--- src/rtl/freg_restore_seq_if.sv ---
// Bundles the restore sequencer's stack, register-file and status signals.
// The master modport is the sequencer; the slave modport is the surrounding stack/RF side.
interface freg_restore_seq_if #(
  parameter int REG_W    = 16,
  parameter int NUM_REGS = 16,
  parameter int DEPTH_W  = 16
);
  logic                        restore_req;
  logic [NUM_REGS-1:0]         skip_mask;
  logic                        backup_seen;
  logic                        fbs_restore;
  logic [REG_W*NUM_REGS-1:0]   fbs_data;
  logic                        busy;
  logic                        done;
  logic                        underflow;
  logic                        overflow;
  logic                        rf_wen;
  logic [$clog2(NUM_REGS)-1:0] rf_waddr;
  logic [REG_W-1:0]            rf_wdata;
  logic [DEPTH_W-1:0]          depth;

  modport master (
    input  restore_req, skip_mask, backup_seen, fbs_data,
    output fbs_restore, busy, done, underflow, overflow,
    output rf_wen, rf_waddr, rf_wdata, depth
  );

  modport slave (
    output restore_req, skip_mask, backup_seen, fbs_data,
    input  fbs_restore, busy, done, underflow, overflow,
    input  rf_wen, rf_waddr, rf_wdata, depth
  );
endinterface

--- src/rtl/freg_restore_seq.sv ---
// Restore sequencer: strobes the backup stack, captures the returned snapshot and writes it
// back one register per cycle; tracks stack depth and rejects restores on an empty stack.
module freg_restore_seq #(
  parameter int REG_W    = 16,
  parameter int NUM_REGS = 16,
  parameter int READ_LAT = 1,
  parameter int DEPTH_W  = 16
) (
  input  logic               clk,
  input  logic               reset,
  freg_restore_seq_if.master bus
);
  localparam int AW    = $clog2(NUM_REGS);
  localparam int CMAX  = (READ_LAT > NUM_REGS) ? READ_LAT : NUM_REGS;
  localparam int CW    = $clog2(CMAX + 1);
  localparam int SNAPW = REG_W * NUM_REGS;

  typedef enum logic [2:0] {
    S_IDLE  = 3'd0,
    S_ISSUE = 3'd1,
    S_WAIT  = 3'd2,
    S_WRITE = 3'd3,
    S_DONE  = 3'd4
  } state_t;

  state_t              state_q, state_d;
  logic [CW-1:0]       cnt_q, cnt_d;
  logic [NUM_REGS-1:0] skip_q, skip_d;
  logic [SNAPW-1:0]    snap_q, snap_d;
  logic [DEPTH_W-1:0]  depth_q, depth_d;
  logic                underflow_q, underflow_d;
  logic                overflow_q, overflow_d;
  logic [AW-1:0]       idx;

  assign idx = cnt_q[AW-1:0];

  always_ff @(posedge clk) begin
    if (reset) begin
      state_q     <= S_IDLE;
      cnt_q       <= '0;
      skip_q      <= '0;
      snap_q      <= '0;
      depth_q     <= '0;
      underflow_q <= 1'b0;
      overflow_q  <= 1'b0;
    end else begin
      state_q     <= state_d;
      cnt_q       <= cnt_d;
      skip_q      <= skip_d;
      snap_q      <= snap_d;
      depth_q     <= depth_d;
      underflow_q <= underflow_d;
      overflow_q  <= overflow_d;
    end
  end

  always_comb begin
    state_d     = state_q;
    cnt_d       = cnt_q;
    skip_d      = skip_q;
    snap_d      = snap_q;
    underflow_d = 1'b0;
    unique case (state_q)
      S_IDLE: begin
        if (bus.restore_req) begin
          if (depth_q == '0) begin
            underflow_d = 1'b1;
          end else if (!bus.backup_seen) begin
            // A same-cycle backup would change the top of stack under us; requester holds.
            skip_d  = bus.skip_mask;
            state_d = S_ISSUE;
          end
        end
      end
      S_ISSUE: begin
        cnt_d   = '0;
        state_d = S_WAIT;
      end
      S_WAIT: begin
        if (cnt_q == CW'(READ_LAT - 1)) begin
          snap_d  = bus.fbs_data;
          cnt_d   = '0;
          state_d = S_WRITE;
        end else begin
          cnt_d = cnt_q + 1'b1;
        end
      end
      S_WRITE: begin
        if (cnt_q == CW'(NUM_REGS - 1)) begin
          state_d = S_DONE;
        end else begin
          cnt_d = cnt_q + 1'b1;
        end
      end
      S_DONE: begin
        state_d = S_IDLE;
      end
      default: begin
        state_d = S_IDLE;
      end
    endcase
  end

  // Backup and ISSUE in the same cycle cancel; saturate at all-ones and flag overflow.
  always_comb begin
    depth_d    = depth_q;
    overflow_d = overflow_q;
    if (bus.backup_seen && (state_q != S_ISSUE)) begin
      if (&depth_q) begin
        overflow_d = 1'b1;
      end else begin
        depth_d = depth_q + 1'b1;
      end
    end else if (!bus.backup_seen && (state_q == S_ISSUE)) begin
      depth_d = depth_q - 1'b1;
    end
  end

  always_comb begin
    bus.fbs_restore = (state_q == S_ISSUE);
    bus.busy        = (state_q == S_ISSUE) || (state_q == S_WAIT) || (state_q == S_WRITE);
    bus.done        = (state_q == S_DONE);
    bus.underflow   = underflow_q;
    bus.overflow    = overflow_q;
    bus.depth       = depth_q;
    bus.rf_wen      = 1'b0;
    bus.rf_waddr    = '0;
    bus.rf_wdata    = '0;
    if (state_q == S_WRITE) begin
      bus.rf_wen   = ~skip_q[idx];
      bus.rf_waddr = idx;
      bus.rf_wdata = snap_q[idx*REG_W +: REG_W];
    end
  end
endmodule
--- src/flat_wrapper.sv ---
// flat-port wrapper written by rule: the top's interface ports become plain ports
module freg_restore_seq_flat 
#(
  parameter int REG_W    = 16,
  parameter int NUM_REGS = 16,
  parameter int READ_LAT = 1,
  parameter int DEPTH_W  = 16
)
  (clk, reset, bus_restore_req, bus_skip_mask, bus_backup_seen, bus_fbs_data, bus_fbs_restore, bus_busy, bus_done, bus_underflow, bus_overflow, bus_rf_wen, bus_rf_waddr, bus_rf_wdata, bus_depth);
  freg_restore_seq_if #(.REG_W(REG_W), .NUM_REGS(NUM_REGS), .DEPTH_W(DEPTH_W)) bus_i ();
  input  logic clk;
  input  logic reset;
  input wire logic [$bits(bus_i.restore_req)-1:0] bus_restore_req;
  input wire logic [$bits(bus_i.skip_mask)-1:0] bus_skip_mask;
  input wire logic [$bits(bus_i.backup_seen)-1:0] bus_backup_seen;
  input wire logic [$bits(bus_i.fbs_data)-1:0] bus_fbs_data;
  output wire logic [$bits(bus_i.fbs_restore)-1:0] bus_fbs_restore;
  output wire logic [$bits(bus_i.busy)-1:0] bus_busy;
  output wire logic [$bits(bus_i.done)-1:0] bus_done;
  output wire logic [$bits(bus_i.underflow)-1:0] bus_underflow;
  output wire logic [$bits(bus_i.overflow)-1:0] bus_overflow;
  output wire logic [$bits(bus_i.rf_wen)-1:0] bus_rf_wen;
  output wire logic [$bits(bus_i.rf_waddr)-1:0] bus_rf_waddr;
  output wire logic [$bits(bus_i.rf_wdata)-1:0] bus_rf_wdata;
  output wire logic [$bits(bus_i.depth)-1:0] bus_depth;
  assign bus_i.restore_req = bus_restore_req;
  assign bus_i.skip_mask = bus_skip_mask;
  assign bus_i.backup_seen = bus_backup_seen;
  assign bus_i.fbs_data = bus_fbs_data;
  assign bus_fbs_restore = bus_i.fbs_restore;
  assign bus_busy = bus_i.busy;
  assign bus_done = bus_i.done;
  assign bus_underflow = bus_i.underflow;
  assign bus_overflow = bus_i.overflow;
  assign bus_rf_wen = bus_i.rf_wen;
  assign bus_rf_waddr = bus_i.rf_waddr;
  assign bus_rf_wdata = bus_i.rf_wdata;
  assign bus_depth = bus_i.depth;
  freg_restore_seq #(.REG_W(REG_W), .NUM_REGS(NUM_REGS), .READ_LAT(READ_LAT), .DEPTH_W(DEPTH_W)) u_core (.clk(clk), .reset(reset), .bus(bus_i));
endmodule
--- config.mk ---
export PLATFORM = sky130hd
export DESIGN_NAME = freg_restore_seq_flat
export DESIGN_NICKNAME = d
export VERILOG_FILES = /design/src/rtl/freg_restore_seq_if.sv /design/src/rtl/freg_restore_seq.sv /design/src/flat_wrapper.sv
export SDC_FILE = /design/constraint.sdc
export NUM_CORES = 1
export LEC_CHECK = 0
export ABC_AREA = 1
export CORE_AREA = 4 4 246 200
export CTS_CLUSTER_DIAMETER = 150
export DETAILED_ROUTE_END_ITERATION = 7
export DIE_AREA = 0 0 250 204
export SYNTH_ARGS = -nofsm -noshare
export SYNTH_HDL_FRONTEND = slang
export SYNTH_SLANG_ARGS = --single-unit
--- constraint.sdc ---
create_clock -name clk -period 4 [get_ports clk]
set_input_delay 0.6 -clock clk [delete_from_list [all_inputs] [get_ports clk]]
set_output_delay 0.6 -clock clk [all_outputs]
set_load 0.05 [all_outputs]
Yosys cells after proc, flatten, opt, wreduce, memory -nomap -nowiden

Cells that the tools add are included.
W data, S select, Z words.

Register bits: 298
Input bits: 276
Output and inout port bits: 42
Logic and storage cells: 66

Add/subtract/negate cells: 3
$lt $le $gt $ge: 1
Eq/ne operators: 13
Shift-type cells: 1
Multiplexer cells: 18
Bitwise gates (word level): 5
Reduce and logical (&&, ||, !) cells: 18

Operator list:

| operator                | count |
|---|---|
| $shiftx A256 B9 Y16     | 1 |
| $mux W16                | 4 |
| $reduce_and A17 Y1      | 1 |
| $add A16 B1 Y16 const B | 1 |
| $logic_not A16 Y1       | 1 |
| $reduce_and A16 Y1      | 1 |
| $sub A16 B1 Y16 const B | 1 |
| $mux W3                 | 5 |
| $pmux W5 S3             | 1 |
| $pmux W3 S4             | 1 |
| $mux W5                 | 2 |
| $ne A2 B2 Y1 const B    | 5 |
| $eq A3 B2 Y1 const B    | 2 |
| $reduce_and A2 Y1       | 3 |
| $add A5 B1 Y5 const B   | 1 |
| $eq A5 B4 Y1 const B    | 1 |
| $logic_not A5 Y1        | 1 |
| $lt A4 B5 Y1 const B    | 1 |
| $not A1 Y1              | 5 |
| $reduce_and A5 Y1       | 1 |
| $bmux W1 S4             | 1 |
| $mux W4                 | 1 |
| $ne A2 B1 Y1 const B    | 2 |
| $reduce_and A4 Y1       | 1 |
| 11 further kinds        | 15 |

Logic depth before layout (Yosys ltp)

Gate-level depths: netlist (run 1).

Word-level depth: 4
Mapped depth: 14
Gate-level depth less buffers: 14

Worst setup path before layout (run 1)

Ideal clock, no wire load.

Path kind: register to output
Start: reg u_core.cnt_q[0]
End: out bus_rf_wdata[13]
Arrival: 2.025 ns
Required time: 3.400 ns
Slack: 1.375 ns
Stages on the path, launching flop included: 8
Buffers on the path: 2
Cells stage by stage: dfxtp_1 > inv_1 > buf_2 > clkbuf_1 > nor2_1 > o22ai_1 > nand2_1 > a31oi_1

Cells in the longest elaborated chain, start to end: 2

RTL lines:

| element                | RTL line                | source |
|---|---|---|
| start, declared        | freg_restore_seq.sv:27  | `logic [CW-1:0] cnt_q, cnt_d;` |
| start signal, assigned | freg_restore_seq.sv:48  | `cnt_q <= cnt_d;` |
| $shiftx A256 B9 Y16    | freg_restore_seq.sv:132 | `bus.rf_wdata = snap_q[idx*REG_W +: REG_W];` |
| $mux W16               | freg_restore_seq.sv:129 | `if (state_q == S_WRITE) begin` |
| end, declared          | flat_wrapper.sv:24      | `output wire logic [$bits(bus_i.rf_wdata)-1:0] bus_rf_wdata;` |

No other way between the ends.

Final worst setup path (run 1)

Start: reg u_core.cnt_q[1]
End: out bus_rf_wdata[13]

The elaborated chain is that of the path after synthesis.

==> results of run 1 <==
-- state kept, by name, indices dropped and copies added, names as in the netlist --
register and count:
u_core.bus.depth 16, u_core.bus.overflow 1, u_core.bus.underflow 1, u_core.cnt_q 5
u_core.skip_q 16, u_core.snap_q 256, u_core.state_q 3
-- worst register-to-register path: stages, from the launching register on --
cell and delay, ns:
dfxtp_4 0.73, inv_2 0.21, ha_1 0.23, nand4_1 0.19, nor2_4 0.11, inv_8 0.53, buf_4 0.93, nor2_1 0.14
nor2_1 0.11
-- area by class of cell --
| class | count | area, µm² |
|---|---|---|
| fillers | 4893 | 28000 |
| multi-input cells | 1522 | 6870 |
| flip-flops and latches | 298 | 5970 |
| repair buffers | 336 | 3540 |
| clock buffers | 46 | 942 |
| well taps | 620 | 776 |
| inverters | 105 | 409 |
| clock inverters | 11 | 154 |
| diodes | 2 | 5.00 |
-- layout by cell type (no fill, tap or decap), drive strengths merged, types with 5 or more instances in the layout --
cell type,n
o22ai,32
o211ai,25
a31oi,8
clkdlybuf4s50,301
clkbuf,46
ha,18
nand3,65
a21oi,66
nor3,5
o21ai,414
buf,35
nand2,172
inv,106
nor2,695
dfxtp,298
clkinv,5
nand3b,6
-- cells by family (layout without fill, tap and decap cells) --
| kind of cell | after synthesis | in the layout | synth area share, % |
|---|---|---|---|
| fa+ha+maj | 19 | 19 | 1.76 |
| flops | 298 | 298 | 42.8 |
| other cells | 0 | 2 | 0 |
| buf+inv | 255 | 498 | 7.81 |
| xor+xnor | 8 | 8 | 0.503 |
| compound gates | 546 | 546 | 20.5 |
| simple gates | 949 | 949 | 26.6 |
-- how the worst min path moves through the flow --
stage / start / to / cells past startpoint
CTS: u_core.skip_q[4] / u_core.skip_q[4] / 2
global placement: u_core.skip_q[0] / u_core.skip_q[0] / 2
global route: u_core.skip_q[3] / u_core.skip_q[3] / 2
floorplan: u_core.skip_q[0] / u_core.skip_q[0] / 2
detailed placement: u_core.skip_q[15] / u_core.skip_q[15] / 2
finish: u_core.snap_q[88] / u_core.snap_q[88] / 2
-- metal layers --
metal  vias to the layer above  global-route usage [%]
met5                         -                       0
met2                       525                    30.2
li1                       7184                       -
met1                      6880                    28.9
met4                         2                    5.21
met3                        79                    4.07
-- power groups by stage --
stage,sequential (mW),clock [mW],combinational [mW]
6_report,3.73,3.09,2.39
5_1_grt,3.78,3.26,2.69
4_1_cts,3.72,3.14,2.39
3_5_place_dp,3.78,0,2.37
3_3_place_gp,3.78,0,2.35
2_1_floorplan,3.83,0,1.44
-- per-stage QoR --
stage / setup slack [ns] / hold slack (ns)
2_1_floorplan: 1.38 / 0.420
3_3_place_gp: 0.772 / 0.431
3_5_place_dp: 0.788 / 0.439
4_1_cts: 0.141 / 0.455
5_1_grt: 0.0958 / 0.461
6_report: 0.264 / 0.452
==> impl_metrics.json, run 1 <==
{
  "finalMaxSlewViolations": 0,
  "cts_sinks": 298,
  "wirelength_mm": 53.8,
  "hpwl_mm": 37.8,
  "hp-class": "reg -> reg",
  "htree_num_levels": 1,
  "tightest_slew_ns": 1.18,
  "placed_area_um2": 17500,
  "die_area_um2": 51000,
  "combPwrFrac_pct": 25.9,
  "io_pins": 318,
  "cap_violations": 0,
  "cts_root_buffer": "clkbuf_16",
  "post_cts_buffers": 0,
  "power_mw": 9.20,
  "p_per_area_nw_per_um2": 493,
  "synth_top_area_cell": "dfxtp_1",
  "yosysSeqAreaShare_pct": 42.8,
  "via_per_inst": 4.99,
  "grt_overflow": 0,
  "power.leakage_nw": 7.85,
  "cp_common_cell": "nand3_1",
  "crit_buf_inv": 3,
  "synth_warnings": 0,
  "critPathKind": "reg -> out",
  "ant_nets": 0,
  "power_frac_seq_pct": 40.5,
  "setup_viol": 0,
  "arrival_ns": 3.14,
  "crit_family": "flip-flops",
  "slowest_stage": "dfxtp_4",
  "r2r_slack_ns": 0.76,
  "synth_cell_types": 32,
  "detailroute.wirelength.met2_mm": 23.1,
  "wl_per_cell_um": 18.3,
  "cts.path.max_buffers": 3,
  "drtIter0Drc": 1150,
  "synth.net_count": 2370,
  "cp-startpoint": "u_core.cnt_q[1]",
  "wl_met1_mm": 25.4,
  "synth.most_common_cell": "nor2_1",
  "final_nets": 2589,
  "synth_area_per_cell_um2": 6.71,
  "critPathCapture": "bus_rf_wdata[13]",
  "wl_met3_mm": 3.83,
  "slew_headroom_pct": 21.3,
  "netlist_instances": 2075,
  "dr.pass1.iters": 5,
  "reg2reg_from": "u_core.cnt_q[1]",
  "cts_buffers": 31,
  "synth_edf_count": 0,
  "finClkSkew_ns": 0.0227,
  "grt_max_degree": 249,
  "yosys-top-cells-area": "dfxtp_1 43%, nor2_1 19%, o21ai_0 14%",
  "cts_tree": "done",
  "grt_use_total_pct": 19.9,
  "start_kind": "register",
  "grt_first_pass_wirelength_mm": 81.2,
  "antenna_found_initial": 3,
  "rsz0062_at_grt": "false",
  "ctsResizeCount": 0,
  "synth.top_cell.area_share_pct": 42.8,
  "final_area_um2": 18700,
  "io_buffers": 317,
  "yosys-top-cells-count": "693 x nor2_1, 402 x o21ai_0, 298 x dfxtp_1",
  "crit_chain": "inv_2 -> buf_4 -> nor2_1 -> o21ai_0 -> nand3_1 -> nand3_1 -> a31oi_1 -> buf_12",
  "start_util_pct": 29.9,
  "die_w_um": 250,
  "via_count": 14670,
  "async_flop_share_pct": 0,
  "crit_required_ns": 3.40,
  "critPathCaptureType": "output pin",
  "fin_crit_ns": 3.74,
  "irDropWorstVdd_v": 0.000335,
  "reg2reg_to": "u_core.snap_q[177]",
  "clkPwrFrac_pct": 33.5,
  "num_rows": 71,
  "max_freq_mhz": 268,
  "slowest_delay_ns": 0.73,
  "top_layer": "met5",
  "r2r_cells": 8,
  "ys_ff_latch": 298,
  "holdBufCountCts": 0,
  "finalHoldViolations": 0,
  "utilization_pct": 40.0,
  "crit_fanout": 51,
  "crit_cells": 8,
  "status": "completed",
  "post-route-period-util_pct": 93.4,
  "syn_area_um2": 13900,
  "stdcell_count": 2940,
  "drive_above_1_share_pct": 4.36,
  "coreArea_um2": 46600,
  "place_inst": 2880,
  "drc": 0,
  "tns_ns": 0,
  "cts.clk_slew.worst_paths_ns": 0.06,
  "grt_pass1_vias": 13904,
  "synth_top_flop_cell": "dfxtp_1",
  "area_growth_pct": 34.1,
  "power_switching_mw": 3.04,
  "p_sw_share_pct": 33.0,
  "p_int_mw": 6.17,
  "clk_latency_ns": 0.59,
  "gp_congestion": 0.865,
  "die_h_um": 204
}
No activity file was read; power rests on OpenSTA's default activity.
==> run 2: changes to the inputs <==
CORE_AREA = 4 4 221 223   (was 4 4 246 200)
DIE_AREA = 0 0 225 227   (was 0 0 250 204)
==> impl_metrics.json, run 2 (synthesis gave the netlist of run 1 again) <==
{
  "final_common_cell": "nor2_1",
  "setup_viol": 0,
  "arrival_ns": 3.05,
  "drc": 0,
  "wl_per_cell_um": 18.1,
  "htree_num_levels": 2,
  "io_pins": 318,
  "slowest_delay_ns": 0.63,
  "drive_above_1_share_pct": 4.48,
  "final_nets": 2590,
  "tightest_slew_ns": 1.24,
  "cts_root_buffer": "clkbuf_16",
  "tns_ns": 0,
  "power.leakage_nw": 7.87,
  "rsz0062_at_grt": "false",
  "regArea_um2": 5970,
  "r2r_slack_ns": 1.01,
  "area_growth_pct": 34.3,
  "largest_reg_flops": 256,
  "max_freq_mhz": 274,
  "post-route-period-util_pct": 91.2,
  "fin_crit_ns": 3.65,
  "power_switching_mw": 3.12,
  "start_util_pct": 29.9,
  "final.fill_count": 4897,
  "whs_ns": 0.437,
  "finClkSkew_ns": 0.0185,
  "cts.clk_slew.worst_paths_ns": 0.06,
  "final_area_um2": 18700,
  "top_register": "u_core.snap_q",
  "clk_latency_ns": 0.54,
  "status": "completed",
  "die_h_um": 227,
  "ctsResizeCount": 0,
  "crit_fanout": 79,
  "crit_chain": "buf_4 -> o21ai_0 -> o22ai_1 -> nand2_1 -> nand2_1 -> inv_1 -> a21oi_1 -> buf_12",
  "p_int_mw": 6.23,
  "die_w_um": 225,
  "coreArea_um2": 46600,
  "wirelength_mm": 53.1,
  "via_per_inst": 4.97,
  "crit_required_ns": 3.40,
  "grt_first_pass_wirelength_mm": 81.1,
  "cp_common_cell": "nand2_1",
  "holdPathStages": 2,
  "hpwl_mm": 37.1,
  "cts.path.max_buffers": 3,
  "critPathKind": "reg -> out",
  "p_per_area_nw_per_um2": 500,
  "grt_max_degree": 249,
  "io_buffers": 317,
  "finalMaxSlewViolations": 0,
  "grt_use_total_pct": 19.9,
  "start_kind": "register",
  "num_rows": 79,
  "cap_violations": 0,
  "cts_sinks": 298,
  "drtIter0Drc": 1137,
  "post_cts_buffers": 0,
  "finalHoldViolations": 0,
  "holdBufCountCts": 0,
  "hp-class": "reg -> reg",
  "ant_nets": 0,
  "grt_pass1_vias": 14032,
  "clkPwrFrac_pct": 34.7,
  "r2r_cells": 7,
  "grt_overflow": 0,
  "irDropWorstVdd_v": 0.000337,
  "reg2reg_to": "u_core.snap_q[140]",
  "gp_congestion": 0.869,
  "dr.pass1.iters": 6,
  "holdPathEnd": "u_core.skip_q[12]",
  "critPathCaptureType": "output pin",
  "p_sw_share_pct": 33.3,
  "cts_tree": "done",
  "die_area_um2": 51100,
  "layout_common_cells": "693 x nor2_1, 402 x o21ai_0, 299 x clkdlybuf4s50_1",
  "via_count": 14555,
  "min_from": "u_core.skip_q[12]",
  "placed_area_um2": 17500,
  "cts_buffers": 36,
  "power_frac_seq_pct": 39.8,
  "reg2reg_from": "u_core.cnt_q[1]",
  "combPwrFrac_pct": 25.4,
  "slew_headroom_pct": 17.3,
  "multiInputGateArea_um2": 6870,
  "slowest_stage": "buf_4",
  "antenna_found_initial": 4
}
==> run 2: through the flow <==
| stage | power [mW] | cells | setup slack, ns | util, % |
|---|---|---|---|---|
| 5_1_grt | 9.87 | 2928 | 0.205 | 40.2 |
| 3_5_place_dp | 6.14 | 2864 | 0.909 | 37.7 |
| 6_report | 9.35 | 2930 | 0.351 | 40.2 |
| 2_1_floorplan | 5.27 | 2075 | 1.38 | - |
| 3_3_place_gp | 6.11 | 2864 | 0.952 | 37.7 |
| 4_1_cts | 9.41 | 2928 | 0.365 | 40.2 |
==> run 2: power groups by stage <==
| stage | sequential, mW | combinational (mW) | clock [mW] |
|---|---|---|---|
| final | 3.72 | 2.38 | 3.25 |
| after CTS | 3.71 | 2.38 | 3.31 |
| after detailed placement | 3.77 | 2.37 | 0 |
| after global routing | 3.77 | 2.67 | 3.43 |
| after global placement | 3.77 | 2.34 | 0 |
| after floorplan | 3.83 | 1.44 | 0 |
==> run 2: layout make-up <==
class                   instances  share of cell area, %
well taps                     607                   4.06
diodes                          2                 0.0268
clock buffers                  49                   5.51
multi-input cells            1522                   36.7
inverters                     105                   2.19
repair buffers                332                   18.8
clock inverters                15                  0.736
flip-flops and latches        298                   31.9
==> run 2: worst max-delay path by stage <==
stage	endpoint	from	slack, ns	depth (start not counted)
3_3_place_gp	u_core.bus.depth[12]	bus_backup_seen	0.95	12
6_report	bus_rf_wdata[14]	u_core.cnt_q[1]	0.35	8
3_5_place_dp	u_core.bus.depth[12]	bus_backup_seen	0.91	12
5_1_grt	bus_rf_wdata[6]	u_core.cnt_q[1]	0.21	8
2_1_floorplan	bus_rf_wdata[13]	u_core.cnt_q[0]	1.38	7
4_1_cts	bus_rf_wdata[6]	u_core.cnt_q[1]	0.37	8
==> run 2: metal layers <==
metal	track usage, %	vias up	routed length, µm
met1	27.7	6869	24300
met3	4.11	58	3140
met5	0	-	34
li1	-	7189	-
met2	32.0	435	24600
met4	4.88	4	995
==> run 2: worst max-delay path: cells and delay by family, from the launching register on <==
kind | cells | cell delay, ns
AO/OA/AOI/OAI | 3 | 0.94
buffers and inverters | 3 | 0.90
flip-flops | 1 | 0.34
AND/OR/NAND/NOR | 2 | 0.23
